File: src/rtl/uart_rx_pkg.sv
// uart_rx_pkg: shared state, parity and error-bit definitions for the UART receiver
package uart_rx_pkg;
  typedef enum logic [2:0] {IDLE, START, DATA, PARITY, STOP, STOP2} state_e;
  localparam logic [1:0] PAR_NONE = 2'b00;
  localparam logic [1:0] PAR_ODD  = 2'b01;
  localparam logic [1:0] PAR_EVEN = 2'b10;
  localparam int ERR_PARITY = 0;
  localparam int ERR_STOP   = 1;
  localparam int ERR_BREAK  = 2;
endpackage

File: src/rtl/uart_rx_fifo.sv
// uart_rx_fifo: synchronous show-ahead FIFO with full/empty/count
module uart_rx_fifo #(
  parameter int WIDTH = 11,
  parameter int DEPTH = 8
) (
  input  logic                     clock,
  input  logic                     reset,
  input  logic                     push,
  input  logic                     pop,
  input  logic [WIDTH-1:0]         wdata,
  output logic [WIDTH-1:0]         rdata,
  output logic                     full,
  output logic                     empty,
  output logic [$clog2(DEPTH):0]   count
);
  localparam int AW = $clog2(DEPTH);
  logic [WIDTH-1:0] mem_q [DEPTH];
  logic [WIDTH-1:0] mem_d [DEPTH];
  logic [AW:0] wptr_q, wptr_d, rptr_q, rptr_d;
  logic wr, rd;
  always_comb begin
    count = wptr_q - rptr_q;
    full = count == (AW+1)'(DEPTH);
    empty = count == '0;
    wr = push & (~full | pop);
    rd = pop & ~empty;
    wptr_d = wptr_q + {{AW{1'b0}}, wr};
    rptr_d = rptr_q + {{AW{1'b0}}, rd};
    mem_d = mem_q;
    if (wr) mem_d[wptr_q[AW-1:0]] = wdata;
    rdata = empty ? '0 : mem_q[rptr_q[AW-1:0]];
  end
  always_ff @(posedge clock) begin
    if (reset) begin
      wptr_q <= '0;
      rptr_q <= '0;
    end else begin
      wptr_q <= wptr_d;
      rptr_q <= rptr_d;
    end
  end
  always_ff @(posedge clock) mem_q <= mem_d;
endmodule

File: src/rtl/uart_rx_core.sv
// uart_rx_core: oversampling UART receiver with runtime framing and a receive FIFO
module uart_rx_core import uart_rx_pkg::*; #(
  parameter int DATA_BITS  = 8,
  parameter int OVERSAMPLE = 16,
  parameter int DIV_W      = 16,
  parameter int FIFO_DEPTH = 8
) (
  input  logic                          clock,
  input  logic                          reset,
  input  logic                          data_tx,
  input  logic [DIV_W-1:0]              baud_div,
  input  logic [1:0]                    parity_type,
  input  logic                          stop_bits,
  input  logic                          rd_en,
  output logic                          valid,
  output logic [DATA_BITS-1:0]          data_out,
  output logic [2:0]                    error_flag,
  output logic                          overrun_flag,
  output logic                          active_flag,
  output logic [$clog2(FIFO_DEPTH):0]   fifo_count
);
  localparam int TW = $clog2(OVERSAMPLE);
  state_e state_q, state_d;
  logic [2:0] sync_q, sync_d;
  logic [DIV_W-1:0] div_q, div_d, cnt_q, cnt_d;
  logic [1:0] par_q, par_d;
  logic stop_q, stop_d, perr_q, perr_d, ferr_q, ferr_d, ovr_q, ovr_d;
  logic [TW-1:0] tc_q, tc_d;
  logic [3:0] bits_q, bits_d;
  logic [DATA_BITS-1:0] data_q, data_d;
  logic [2:0] err;
  logic [DATA_BITS+2:0] head;
  logic rx, fall, tick, mid, last, push, pop, full, empty;
  assign rx = sync_q[1];
  assign fall = sync_q[2] & ~sync_q[1];
  assign tick = cnt_q == '0;
  assign mid = tick && tc_q == TW'(OVERSAMPLE/2-1);
  assign last = tick && tc_q == TW'(OVERSAMPLE-1);
  assign pop = rd_en & ~empty;
  assign err[ERR_PARITY] = perr_q;
  assign err[ERR_STOP] = ferr_d;
  assign err[ERR_BREAK] = (data_q == '0) & ferr_d;
  always_comb begin
    sync_d = {sync_q[1:0], data_tx};
    state_d = state_q;
    div_d = div_q;
    par_d = par_q;
    stop_d = stop_q;
    tc_d = (tick && state_q != IDLE) ? tc_q + 1'b1 : tc_q;
    bits_d = bits_q;
    data_d = data_q;
    perr_d = perr_q;
    ferr_d = ferr_q;
    push = 1'b0;
    cnt_d = state_q == IDLE ? baud_div : tick ? div_q : cnt_q - 1'b1;
    case (state_q)
      IDLE: if (fall) begin
        state_d = START;
        tc_d = '0;
        bits_d = '0;
        div_d = baud_div;
        par_d = parity_type;
        stop_d = stop_bits;
        perr_d = 1'b0;
        ferr_d = 1'b0;
      end
      START: if (mid) begin
        state_d = rx ? IDLE : DATA;
        tc_d = '0;
      end
      DATA: if (last) begin
        data_d = {rx, data_q[DATA_BITS-1:1]};
        bits_d = bits_q + 1'b1;
        tc_d = '0;
        if (bits_q == 4'(DATA_BITS-1)) state_d = (par_q == PAR_ODD || par_q == PAR_EVEN) ? PARITY : STOP;
      end
      PARITY: if (last) begin
        perr_d = (^data_q ^ rx) != (par_q == PAR_ODD);
        tc_d = '0;
        state_d = STOP;
      end
      STOP: if (last) begin
        ferr_d = ~rx;
        tc_d = '0;
        state_d = stop_q ? STOP2 : IDLE;
        push = ~stop_q;
      end
      STOP2: if (last) begin
        ferr_d = ferr_q | ~rx;
        state_d = IDLE;
        push = 1'b1;
      end
      default: state_d = IDLE;
    endcase
    ovr_d = pop ? 1'b0 : (push & full) | ovr_q;
  end
  always_ff @(posedge clock) begin
    if (reset) begin
      sync_q <= '1;
      state_q <= IDLE;
      div_q <= '0;
      cnt_q <= '0;
      par_q <= '0;
      stop_q <= 1'b0;
      tc_q <= '0;
      bits_q <= '0;
      data_q <= '0;
      perr_q <= 1'b0;
      ferr_q <= 1'b0;
      ovr_q <= 1'b0;
    end else begin
      sync_q <= sync_d;
      state_q <= state_d;
      div_q <= div_d;
      cnt_q <= cnt_d;
      par_q <= par_d;
      stop_q <= stop_d;
      tc_q <= tc_d;
      bits_q <= bits_d;
      data_q <= data_d;
      perr_q <= perr_d;
      ferr_q <= ferr_d;
      ovr_q <= ovr_d;
    end
  end
  uart_rx_fifo #(.WIDTH(DATA_BITS+3), .DEPTH(FIFO_DEPTH)) u_fifo (
    .clock(clock),
    .reset(reset),
    .push(push),
    .pop(pop),
    .wdata({err, data_q}),
    .rdata(head),
    .full(full),
    .empty(empty),
    .count(fifo_count)
  );
  assign valid = ~empty;
  assign data_out = head[DATA_BITS-1:0];
  assign error_flag = head[DATA_BITS+:3];
  assign overrun_flag = ovr_q;
  assign active_flag = state_q != IDLE;
endmodule

File: config.mk
export PLATFORM = sky130hd
export DESIGN_NAME = uart_rx_core
export DESIGN_NICKNAME = d
export VERILOG_FILES = /design/src/rtl/uart_rx_pkg.sv /design/src/rtl/uart_rx_fifo.sv /design/src/rtl/uart_rx_core.sv
export SDC_FILE = /design/constraint.sdc
export NUM_CORES = 1
export LEC_CHECK = 0
export BUFFER_PORTS_ARGS = -buffer_cell sky130_fd_sc_hd__buf_2
export CAP_MARGIN = 0
export CORE_UTILIZATION = 55
export CTS_CLUSTER_DIAMETER = 80
export DETAILED_ROUTE_END_ITERATION = 8
export PLACE_DENSITY = 0.75
export SLEW_MARGIN = 0
export SYNTH_ARGS = -nofsm -noshare
export SYNTH_HDL_FRONTEND = slang
export SYNTH_SLANG_ARGS = --single-unit
File: constraint.sdc
create_clock -name clock -period 11.42 [get_ports clock]
set_clock_uncertainty 0.05 [all_clocks]
set_input_delay 3.426 -clock clock [delete_from_list [all_inputs] [get_ports clock]]
set_output_delay 3.426 -clock clock [all_outputs]
set_load 0.005 [all_outputs]
==> reports/metrics.yaml <==
status:
  status: "finished clean"
synth:
  yosys.area.top_type: "edfxtp_1"
  avgSynthCellArea_um2: 11.6
  muxShareOfSynthArea_pct: 9.52
  synth_xor_xnor_area_share_pct: 2.28
  synth_most_common_cell: "edfxtp_1"
  yosys.area_share.simple_pct: 16.2
  synth-compound-area-share_pct: 8.24
  synth_top_family_by_area: "simple AND/OR/NAND/NOR gates"
  async_reset_ff_share_pct: 0
  syn_inst: 597
  synth.top_cell.area_share_pct: 38.2
  yosys_warnings: 0
  synthTopCellsByArea: "edfxtp_1 38%, dfxtp_1 20%, mux4_2 7.2%, nand2_1 4.3%, a21oi_1 2.9%"
  synth.distinct_cells: 58
  syn_nets: 636
  synth-main-ff-cell: "edfxtp_1"
  synth_fa_ha_area_share_pct: 3.00
  netlist_area_um2: 6920
  synth_edf_count: 88
  ys_seq_elements: 156
  synthTopCellsByCount: "88 x edfxtp_1, 79 x nand2_1, 68 x dfxtp_1"
  synth-seq-area-share_pct: 57.8
floorplanning:
  dieArea_um2: 13000
  io_pins: 41
  row_count: 40
  die_h_um: 114
  initial_core_util_pct: 56.9
  core_area_um2: 12200
  die_w_um: 114
worst_setup_path:
  cp.arrival_ns: 3.15
  critPathMaxFanout: 14
  startpoint_type: "register"
  critPathTopFamily: "flip-flops"
  timing.rr.start: "u_fifo.rptr_q[2]"
  critPathSlowestCell: "dfxtp_1"
  cpPeakStageDelay_ns: 0.64
  required_ns: 7.94
  end_kind: "primary output"
  cp_cell_sequence: "inv_1 > ha_1 > o21a_1 > o21ai_0 > and3_1 > a21oi_1 > buf_2"
  cp-startpoint: "u_fifo.rptr_q[2]"
  path_buf_inv: 2
  rrSetupSlack_ns: 7.77
  crit_type: "register to primary output"
timing:
  hold_viol_final: 0
  fin_crit_ns: 6.63
  max-slew-margin-rel_pct: 26.4
  worst_slew_pin_slew_ns: 1.10
  final.period_utilization_pct: 58.1
  finalSetupTns_ns: 0
  grt_setup_unrepaired: "no"
  setup_viol: 0
  max_freq_mhz: 151
  finalWorstSetupSlack_ns: 4.79
  whs_ns: 0.357
  report.final.slew_viol_count: 0
clock_network:
  cts_buffer_depth: 2
  root_buffer: "clkbuf_16"
  numCtsBuffers: 17
  path_clk_slew_ns: 0.06
  cts_htree_levels: 4
  postCtsSetupBuffers: 0
  cts_sinks: 156
  cts_tree: "yes"
  ctsHoldBuffers: 0
  post_cts_resized: 0
  clkLatencyLatePin_ns: 0.42
pwr:
  p_switching_uw: 454
  power_frac_clock_pct: 34.0
  finalPower_uw: 1520
  ir_worst_vdd_mv: 0.141
  power_density_nw_per_um2: 192
  p_int_uw: 1060
  seqPwrFrac_pct: 42.1
  combPwrFrac_pct: 23.9
  leakagePower_uw: 0.00284
  switching_share_pct: 29.9
final_layout:
  final.fill_count: 909
  seqCellArea_um2: 4000
  area_growth_pct: 14.1
  fin_util_pct: 64.9
  antenna_cells: 0
  final_nets: 673
  multiInputGateArea_um2: 2790
  layout-drive-gt1-share_pct: 18.1
placed_design:
  dpl.hpwl_mm: 9.22
  pre_cts_ws_ns: 5.21
  place_congestion: 0.907
  port_buffers: 40
detailed_routing:
  drtIter0Drc: 317
  routed_wl_mm: 14.4
  vias_per_cell: 5.83
  vias: 4748
  drc_errors: 0
  drt_pass1_iterations: 5
  ant_nets: 0
  wl_per_cell_um: 17.6
global_routing:
  grt.overflow.total: 0
  antenna_found_initial: 0
  grt_pass1_wl_mm: 23.3
  grt_max_degree: 37
  grt.total_usage_pct: 23.8
  grt_pass1_vias: 4642
worst_hold_path:
  worstHoldStart: "sync_q[0]"
  hold_class: "register to register"
flow_run:
  max_cap_violations: 0
[layout make-up]
type,count,area share (%)
Clock buffer,22,5.62
Clock inverter,10,1.17
Inverter,23,1.09
Multi-Input combinational cell,387,35.4
Sequential cell,156,50.7
Tap cell,168,2.66
Timing Repair Buffer,49,3.39
[cell families after synthesis]
kind of cell / count (synthesis)
AO/OA/AOI/OAI: 95
multiplexers: 38
buffers and inverters: 54
AND/OR/NAND/NOR: 220
XOR/XNOR: 18
flip-flops: 156
adder cells (fa/ha/maj): 16
[registers in the layout (all words and copies together) (netlist names), 2 cells and up]
register	count
par_q	2
u_fifo.rptr_q	4
data_q	8
state_q	3
sync_q	3
u_fifo.wptr_q	4
cnt_q	16
div_q	16
u_fifo.mem_q	88
tc_q	4
bits_q	4
[metrics by stage]
| stage | area (µm²) | cells |
|---|---|---|
| 3_3_place_gp | 7360 | 783 |
| 3_5_place_dp | 7360 | 783 |
| 4_1_cts | 7900 | 815 |
| 5_1_grt | 7900 | 815 |
| 2_1_floorplan | 6920 | 597 |
| 6_report | 7900 | 815 |
[per-layer routing]
metal  vias to the layer above  part of all wire [%]  GRT usage (%)
met3                        24                   5.1           4.82
met4                         0                   2.1           9.52
met1                      2315                    43           29.6
li1                       2260                     -              -
met2                       149                    50           40.7
met5                         -                     0              0
[power by group through the flow]
stage | registers, µW | clock network (µW) | logic [µW]
2_1_floorplan | 641 | 0 | 264
3_3_place_gp | 648 | 0 | 352
3_5_place_dp | 649 | 0 | 361
4_1_cts | 638 | 522 | 365
5_1_grt | 642 | 542 | 402
6_report | 638 | 515 | 363
[layout by cell type, fill, tap and decap left out, types with 5 or more instances in the layout]
cell type,instances
ha_1,15
buf_2,40
mux4_2,22
nor3_1,14
clkbuf_16,17
a21oi_1,40
o21ai_0,19
nor2_1,45
xnor2_1,8
mux2i_1,13
nor4_4,6
buf_4,9
or2_2,5
nand3b_1,7
nand2b_1,7
nand2_1,79
edfxtp_1,88
nand3_1,14
xor2_1,10
inv_1,22
nand4_1,7
nor2b_1,9
a211oi_1,5
clkbuf_1,5
dfxtp_1,68
[worst register-to-register path, cell delays in order (launching register included)]
cell	delay [ns]
dfxtp_1	0.64
inv_1	0.36
ha_1	0.42
o21a_1	0.12
o21ai_0	0.37
a211oi_1	0.16
buf_4	0.23
nor4_4	0.90
[path summary, 6_finish.rpt]
| check | endpoint | cells past startpoint |
|---|---|---|
| worst max-delay path | data_out[6] | 7 |
| worst min register to register | sync_q[1] | 1 |
| worst max register to register | u_fifo.mem_q[33] | 7 |
| worst min-delay path | sync_q[1] | 1 |
(Power assumes the default switching activity.)
